File: config.mk
export PLATFORM = sky130hd
export DESIGN_NAME = muxn_skid
export DESIGN_NICKNAME = d
export VERILOG_FILES = /design/src/rtl/muxn_skid_pkg.sv /design/src/rtl/muxn_skid_sel.sv /design/src/rtl/muxn_skid.sv
export SDC_FILE = /design/constraint.sdc
export NUM_CORES = 1
export LEC_CHECK = 0
export ABC_AREA = 0
export CELL_PAD_IN_SITES_DETAIL_PLACEMENT = 0
export CELL_PAD_IN_SITES_GLOBAL_PLACEMENT = 1
export CORE_ASPECT_RATIO = 1.4
export CORE_UTILIZATION = 28
export DETAILED_ROUTE_END_ITERATION = 8
export GPL_TIMING_DRIVEN = 0
export PLACE_DENSITY = 0.75
export SLEW_MARGIN = 20
export SYNTH_ARGS = -nofsm -noshare
export SYNTH_HDL_FRONTEND = slang
export SYNTH_SLANG_ARGS = --single-unit
File: constraint.sdc
create_clock -name clk -period 2.65 [get_ports clk]
set_input_delay 0.6625 -clock clk [delete_from_list [all_inputs] [get_ports clk]]
set_output_delay 0.6625 -clock clk [all_outputs]
set_load 0.02 [all_outputs]
File: src/rtl/muxn_skid_pkg.sv
// Shared constants for the N-way select / skid pipeline stage.
// Bounds on the input count are checked when the top module elaborates.
package muxn_skid_pkg;

   localparam int MUXN_MIN_IN = 2;
   localparam int MUXN_MAX_IN = 16;

   function automatic bit muxn_num_in_ok(input int n);
      return (n >= MUXN_MIN_IN) && (n <= MUXN_MAX_IN);
   endfunction

endpackage

File: src/rtl/muxn_skid_sel.sv
// Purely combinational N-way selector; out-of-range selects return zero
// and raise o_sel_bad so the caller can account for the error beat.
module muxn_sel
   import muxn_skid_pkg::*;
#(
   parameter int DATA_WIDTH = 32,
   parameter int NUM_IN     = 4,
   parameter int SEL_WIDTH  = 2
) (
   input  logic [NUM_IN*DATA_WIDTH-1:0] i_data,
   input  logic [SEL_WIDTH-1:0]         i_sel,
   output logic [DATA_WIDTH-1:0]        o_data,
   output logic                         o_sel_bad
);

   always_comb begin
      o_data    = '0;
      o_sel_bad = 1'b1;
      for (int k = 0; k < NUM_IN; k++) begin
         if (i_sel == SEL_WIDTH'(k)) begin
            o_data    = i_data[k*DATA_WIDTH +: DATA_WIDTH];
            o_sel_bad = 1'b0;
         end
      end
   end

endmodule

File: src/rtl/muxn_skid.sv
// N-way data selector feeding a registered ready/valid stage with a skid
// register, flush, and sticky/saturating bad-select reporting.
module muxn_skid
   import muxn_skid_pkg::*;
#(
   parameter  int DATA_WIDTH    = 32,
   parameter  int NUM_IN        = 4,
   parameter  int ERR_CNT_WIDTH = 8,
   localparam int SEL_WIDTH     = $clog2(NUM_IN)
) (
   input  logic                         clk,
   input  logic                         rst,
   input  logic [NUM_IN*DATA_WIDTH-1:0] in_data,
   input  logic [SEL_WIDTH-1:0]         in_sel,
   input  logic                         in_valid,
   output logic                         in_ready,
   input  logic                         flush,
   output logic [DATA_WIDTH-1:0]        out_data,
   output logic                         out_valid,
   input  logic                         out_ready,
   output logic                         sel_err,
   input  logic                         err_clr,
   output logic [ERR_CNT_WIDTH-1:0]     err_count
);

   if (!muxn_num_in_ok(NUM_IN)) begin : g_bad_num_in
      $error("muxn_skid: NUM_IN=%0d outside %0d..%0d", NUM_IN, MUXN_MIN_IN, MUXN_MAX_IN);
   end

   logic [DATA_WIDTH-1:0]    r_main_data;
   logic                     r_main_valid;
   logic [DATA_WIDTH-1:0]    r_skid_data;
   logic                     r_skid_valid;
   logic                     r_sel_err;
   logic [ERR_CNT_WIDTH-1:0] r_err_count;

   logic [DATA_WIDTH-1:0]    w_sel_data;
   logic                     w_sel_bad;
   logic                     w_acc;
   logic                     w_drain;
   logic                     w_err_beat;

   muxn_sel #(
      .DATA_WIDTH (DATA_WIDTH),
      .NUM_IN     (NUM_IN),
      .SEL_WIDTH  (SEL_WIDTH)
   ) u_sel (
      .i_data    (in_data),
      .i_sel     (in_sel),
      .o_data    (w_sel_data),
      .o_sel_bad (w_sel_bad)
   );

   // Ready depends only on the skid flop, so out_ready never reaches in_ready.
   assign w_acc      = in_valid & ~r_skid_valid & ~flush;
   assign w_drain    = r_main_valid & out_ready;
   assign w_err_beat = w_acc & w_sel_bad;

   always_ff @(posedge clk or posedge rst) begin
      if (rst) begin
         r_main_data  <= '0;
         r_main_valid <= 1'b0;
         r_skid_data  <= '0;
         r_skid_valid <= 1'b0;
      end else if (flush) begin
         r_main_valid <= 1'b0;
         r_skid_valid <= 1'b0;
      end else if (!r_main_valid || w_drain) begin
         // Main is free this edge; the skid beat is older than any new one.
         if (r_skid_valid) begin
            r_main_data  <= r_skid_data;
            r_main_valid <= 1'b1;
            r_skid_valid <= 1'b0;
         end else if (w_acc) begin
            r_main_data  <= w_sel_data;
            r_main_valid <= 1'b1;
         end else begin
            r_main_valid <= 1'b0;
         end
      end else if (w_acc) begin
         r_skid_data  <= w_sel_data;
         r_skid_valid <= 1'b1;
      end
   end

   // A clear discards the old count but still records a coincident error beat.
   always_ff @(posedge clk or posedge rst) begin
      if (rst) begin
         r_sel_err   <= 1'b0;
         r_err_count <= '0;
      end else if (err_clr) begin
         r_sel_err   <= w_err_beat;
         r_err_count <= ERR_CNT_WIDTH'(w_err_beat);
      end else if (w_err_beat) begin
         r_sel_err <= 1'b1;
         if (r_err_count != '1) begin
            r_err_count <= r_err_count + ERR_CNT_WIDTH'(1);
         end
      end
   end

   assign in_ready  = ~r_skid_valid;
   assign out_data  = r_main_data;
   assign out_valid = r_main_valid;
   assign sel_err   = r_sel_err;
   assign err_count = r_err_count;

endmodule
# [After elaboration in Yosys (flattened, before gate mapping)]
# Cells that the tools add are included.
[op_classes] add_sub_neg=1 eq_ne=4 muxes=22 bitwise_logic=7 reduce_logical=11
[ops] op="$mux W32" n=6
[ops] op="$mux W8" n=3
[ops] op="$mux W1" n=13
[ops] op="$add A8 B1 Y8 const B" n=1
[ops] op="$ne A8 B8 Y1 const B" n=1
[ops] op="$reduce_bool A2 Y1" n=4
[ops] op="$reduce_and A3 Y1" n=2
[ops] op="$and A1 B1 Y1" n=4
[ops] op="$eq A2 B2 Y1 const B" n=2
[ops] op="$not A1 Y1" n=3
[ops] op="$reduce_bool A3 Y1" n=1
[ops] op="$eq A2 B1 Y1 const B" n=1
[ops] op="$logic_not A2 Y1" n=1
[ops] op="$reduce_and A2 Y1" n=1
[ops] op="$logic_not A1 Y1" n=1
[ops] op="$logic_or A1 B1 Y1" n=1
[totals] regBits=75 in_bits=136 out_inout_bits=43 elab_cells=51

# [Logic depth before layout (Yosys ltp)]
[logic_depth] word_depth=8 depth_mapped=7 depth_no_buf=3

# [Modules after synthesis]
# A second synthesis with hierarchy kept.
[unflattened] hier_cells=280 area_unflattened_um2=4205.3
[modules_own_cells] mod="muxn_skid" instances=1 cells_each=239 area_per_inst_um2=3379.5
[modules_own_cells] mod="muxn_sel" instances=1 cells_each=41 area_per_inst_um2=825.8

# [Least setup slack after synthesis]
# OpenSTA, ideal clock, no wires.
[synth_path] kind="input to register" startpoint="in out_ready" endpoint="reg r_skid_data[19]" arrival_time_ns=1.830 required_time_ns=2.525 setup_slack_ns=0.696 cell_stages=5 cell_sequence="nand2b_4 > buf_6 > nor4b_4 > buf_6 > mux2_2"
[synth_via] elab_chain_cells=4
[synth_lines] element="start, declared" line_no="muxn_skid.sv:20" source="input logic out_ready,"
[synth_lines] element="$and A1 B1 Y1" line_no="muxn_skid.sv:56" source="assign w_drain = r_main_valid & out_ready;"
[synth_lines] element="$logic_or A1 B1 Y1" line_no="muxn_skid.sv:68" source="end else if (!r_main_valid || w_drain) begin"
[synth_lines] element="$not A1 Y1 (no source line)"
[synth_lines] element="$reduce_and A3 Y1 (no source line)"
[synth_lines] element="end signal, assigned" line_no="muxn_skid.sv:81" source="r_skid_data <= w_sel_data;"
[synth_lines] element="end, declared" line_no="muxn_skid.sv:32" source="logic [DATA_WIDTH-1:0] r_skid_data;"
# Every way passes these cells.
# A chain may end at the register's enable or synchronous reset.

# [Worst setup path after layout]
[layout_path] startpoint="reg r_skid_valid" endpoint="out in_ready"
[layout_via] elab_chain_cells=1
[layout_lines] element="start, declared" line_no="muxn_skid.sv:33" source="logic r_skid_valid;"
[layout_lines] element="start signal, assigned" line_no="muxn_skid.sv:64" source="r_skid_valid <= 1'b0;"
[layout_lines] element="start signal, assigned" line_no="muxn_skid.sv:67" source="r_skid_valid <= 1'b0;"
[layout_lines] element="start signal, assigned" line_no="muxn_skid.sv:73" source="r_skid_valid <= 1'b0;"
[layout_lines] element="$not A1 Y1" line_no="muxn_skid.sv:102" source="assign in_ready = ~r_skid_valid;"
[layout_lines] element="end, declared" line_no="muxn_skid.sv:16" source="output logic in_ready,"
# Every way passes these cells.

==> results.ini <==
[cts]
path_clk_slew_ns=0.05
root_buffer=clkbuf_16
cts_resized=1
htreeDepth=3
cts_buffers=9
clk_latency_ns=0.33
post_cts_buffers=0
tritoncts=built
cts.sinks=75
clk_path_buf_depth=2
cts_hold_buf=0

[pwr]
fin_total_pwr_w=0.00377
power_density_nw_per_um2=607
leakage_nw=2.47
ir_drop_mv=0.241

[critical_path]
path_depth=3
cp.arrival_ns=1.85
cp_max_fo=15
crit_type=flop to primary output
rr_worst_depth=4
required_ns=1.99
path_cells=buf_2 > clkinvlp_4 > clkdlybuf4s50_1
crit_family=buffers and inverters
crit_slowest_cell=clkdlybuf4s50_1
critPathLaunchType=flop
crit_path_end_kind=primary output
slowest_delay_ns=0.63
rrSetupSlack_ns=0.87
crit_buf_inv=3

[route]
wl_per_cell_um=16.4
ant_nets=0
drt_pre_antenna_iters=4
viasPerCell=4.75
routed_wl_um=11300
dr_total_vias=3276
first_iter_violations=94
drc_errors=0

[cells_and_area]
fin_nets=638
drive_above_1_share_pct=19.9
syn2layout_area_growth_pct=60.4
final_area_um2=6200
fill_cells=1254
n_antenna_cell=0
finalNonFillerCells=689

[global_route]
use_met3_pct=3.52
antenna_found_initial=0
grt_max_degree=41
grt_use_met1_pct=18.7
first_global_vias=3527
use_met2_pct=29.7
grt.busiest_layer=met2
grt_overflow_total=0
track_usage_pct=16.6
grt_pass1_wl_um=17800

[floorplanning]
ios=179
die_height_um=141
dieWidth_um=101
die_area_um2=14300
num_rows=50
start_util_pct=28.8
core_um2=13500

[sta]
timing.final.ws_setup_ns=0.139
slew_headroom_pct=65.1
fin_crit_sh_pct=94.7
setup_viol=0
rsz0062_at_grt=no
finClkSkew_ns=0.00498
worst_slew_pin_slew_ns=0.524
max_freq_ghz=0.398
setup_tns_ns=0
final_period_minus_worst_setup_slack_ns=2.51
finalHoldViolations=0
slew_violations=0

[hold_path]
hold_class=flop to flop
whs_path_depth=1

[placed_design]
place_inst=674
dp_hpwl_um=8780
preCtsSetupSlack_ns=0.0806
gp_routability_congestion=0.755
placed_area_um2=5890
io_buffers=177

[logic_synthesis]
synth_warnings=0
syn-cell-area_um2=3870
syn_area_per_cell_um2=12.3
postSynthCellCount=314
synth_cell_type_count=18
ys_ff_latch=75
syn_nets=450
yosysSeqAreaShare_pct=48.5

[outcome]
outcome=finished, final reports clean

[flow_run]
cap_violations=0

cell families (layout without fill, tap and decap cells):
family,Yosys count,count (layout),synth area share [%]
simple gates,78,78,9.03
compound gates,66,66,9.71
mux,64,64,28.0
buf+inv,31,224,4.69
flops,75,75,48.5
cells in the mapped netlist:
| master | number | share of area, % |
|---|---|---|
| dfrtp_1 | 75 | 49 |
| nor2_1 | 1 | 0.097 |
| inv_1 | 2 | 0.19 |
| buf_6 | 7 | 2.0 |
| mux2_2 | 31 | 9.0 |
| nor3_1 | 1 | 0.13 |
| nor2b_1 | 9 | 1.5 |
| clkbuf_1 | 12 | 1.2 |
| nand2_1 | 64 | 6.2 |
| buf_2 | 10 | 1.3 |
| a31oi_1 | 32 | 5.2 |
| and2_1 | 1 | 0.16 |
| a21oi_1 | 33 | 4.3 |
| mux4_2 | 32 | 19 |
| mux2_4 | 1 | 0.39 |
| o21ba_1 | 1 | 0.26 |
| nor4b_4 | 1 | 0.61 |
| nand2b_4 | 1 | 0.36 |
layout make-up:
class	count	area (um2)	share of cell area [%]
flip-flops and latches	75	1880	30.2
multi-input cells	208	1810	29.2
repair buffers	178	1790	28.9
clock buffers	13	270	4.36
well taps	182	228	3.67
plain buffers	28	170	2.74
clock inverters	3	45.0	0.726
inverters	2	13.8	0.222
layout by cell type, fill, tap and decap left out, types with 3 or more instances in the layout:
cell type / count
clkbuf_8: 3
clkbuf_1: 12
buf_2: 10
nand2_1: 64
mux4_2: 32
clkinvlp_4: 3
clkdlybuf4s50_1: 177
nor2b_1: 9
dfrtp_1: 75
a31oi_1: 32
buf_6: 7
clkbuf_16: 9
mux2_2: 31
a21oi_1: 33
per-stage QoR:
| stage | util [%] | hold slack, ns |
|---|---|---|
| 4_1_cts | 46.1 | 0.504 |
| 6_report | 46.1 | 0.498 |
| 5_1_grt | 46.1 | 0.513 |
| 3_3_place_gp | 43.6 | 0.486 |
| 3_5_place_dp | 43.8 | 0.486 |
| 2_1_floorplan | - | 0.481 |
report_power, final:
part | leakage, nW | total [W] | switching, W | internal (W)
Combinational | 1.42 | 0.00101 | 0.000415 | 0.000595
Sequential | 0.895 | 0.00151 | 0.000122 | 0.00138
Clock | 0.148 | 0.00125 | 0.000447 | 0.000806
sequential cells by signal, summed over array words and instances (netlist names):
signal	count
r_skid_valid	1
err_count	8
out_valid	1
r_skid_data	32
sel_err	1
out_data	32
layer usage:
metal / part of all wire [%] / up-vias
met3: 4.3 / 19
met4: 3.0 / 0
li1: - / 1534
met5: 0 / -
met2: 55 / 112
met1: 38 / 1611
final timing paths:
path	startpoint	endpoint
min	err_count[4]	err_count[4]
min reg2reg	err_count[4]	err_count[4]
max	r_skid_valid	in_ready
max reg2reg	r_skid_valid	r_skid_data[27]
max in group asynchronous	rst	out_data[3]
min in group asynchronous	rst	err_count[4]
Power figures use the tool's default switching activity.
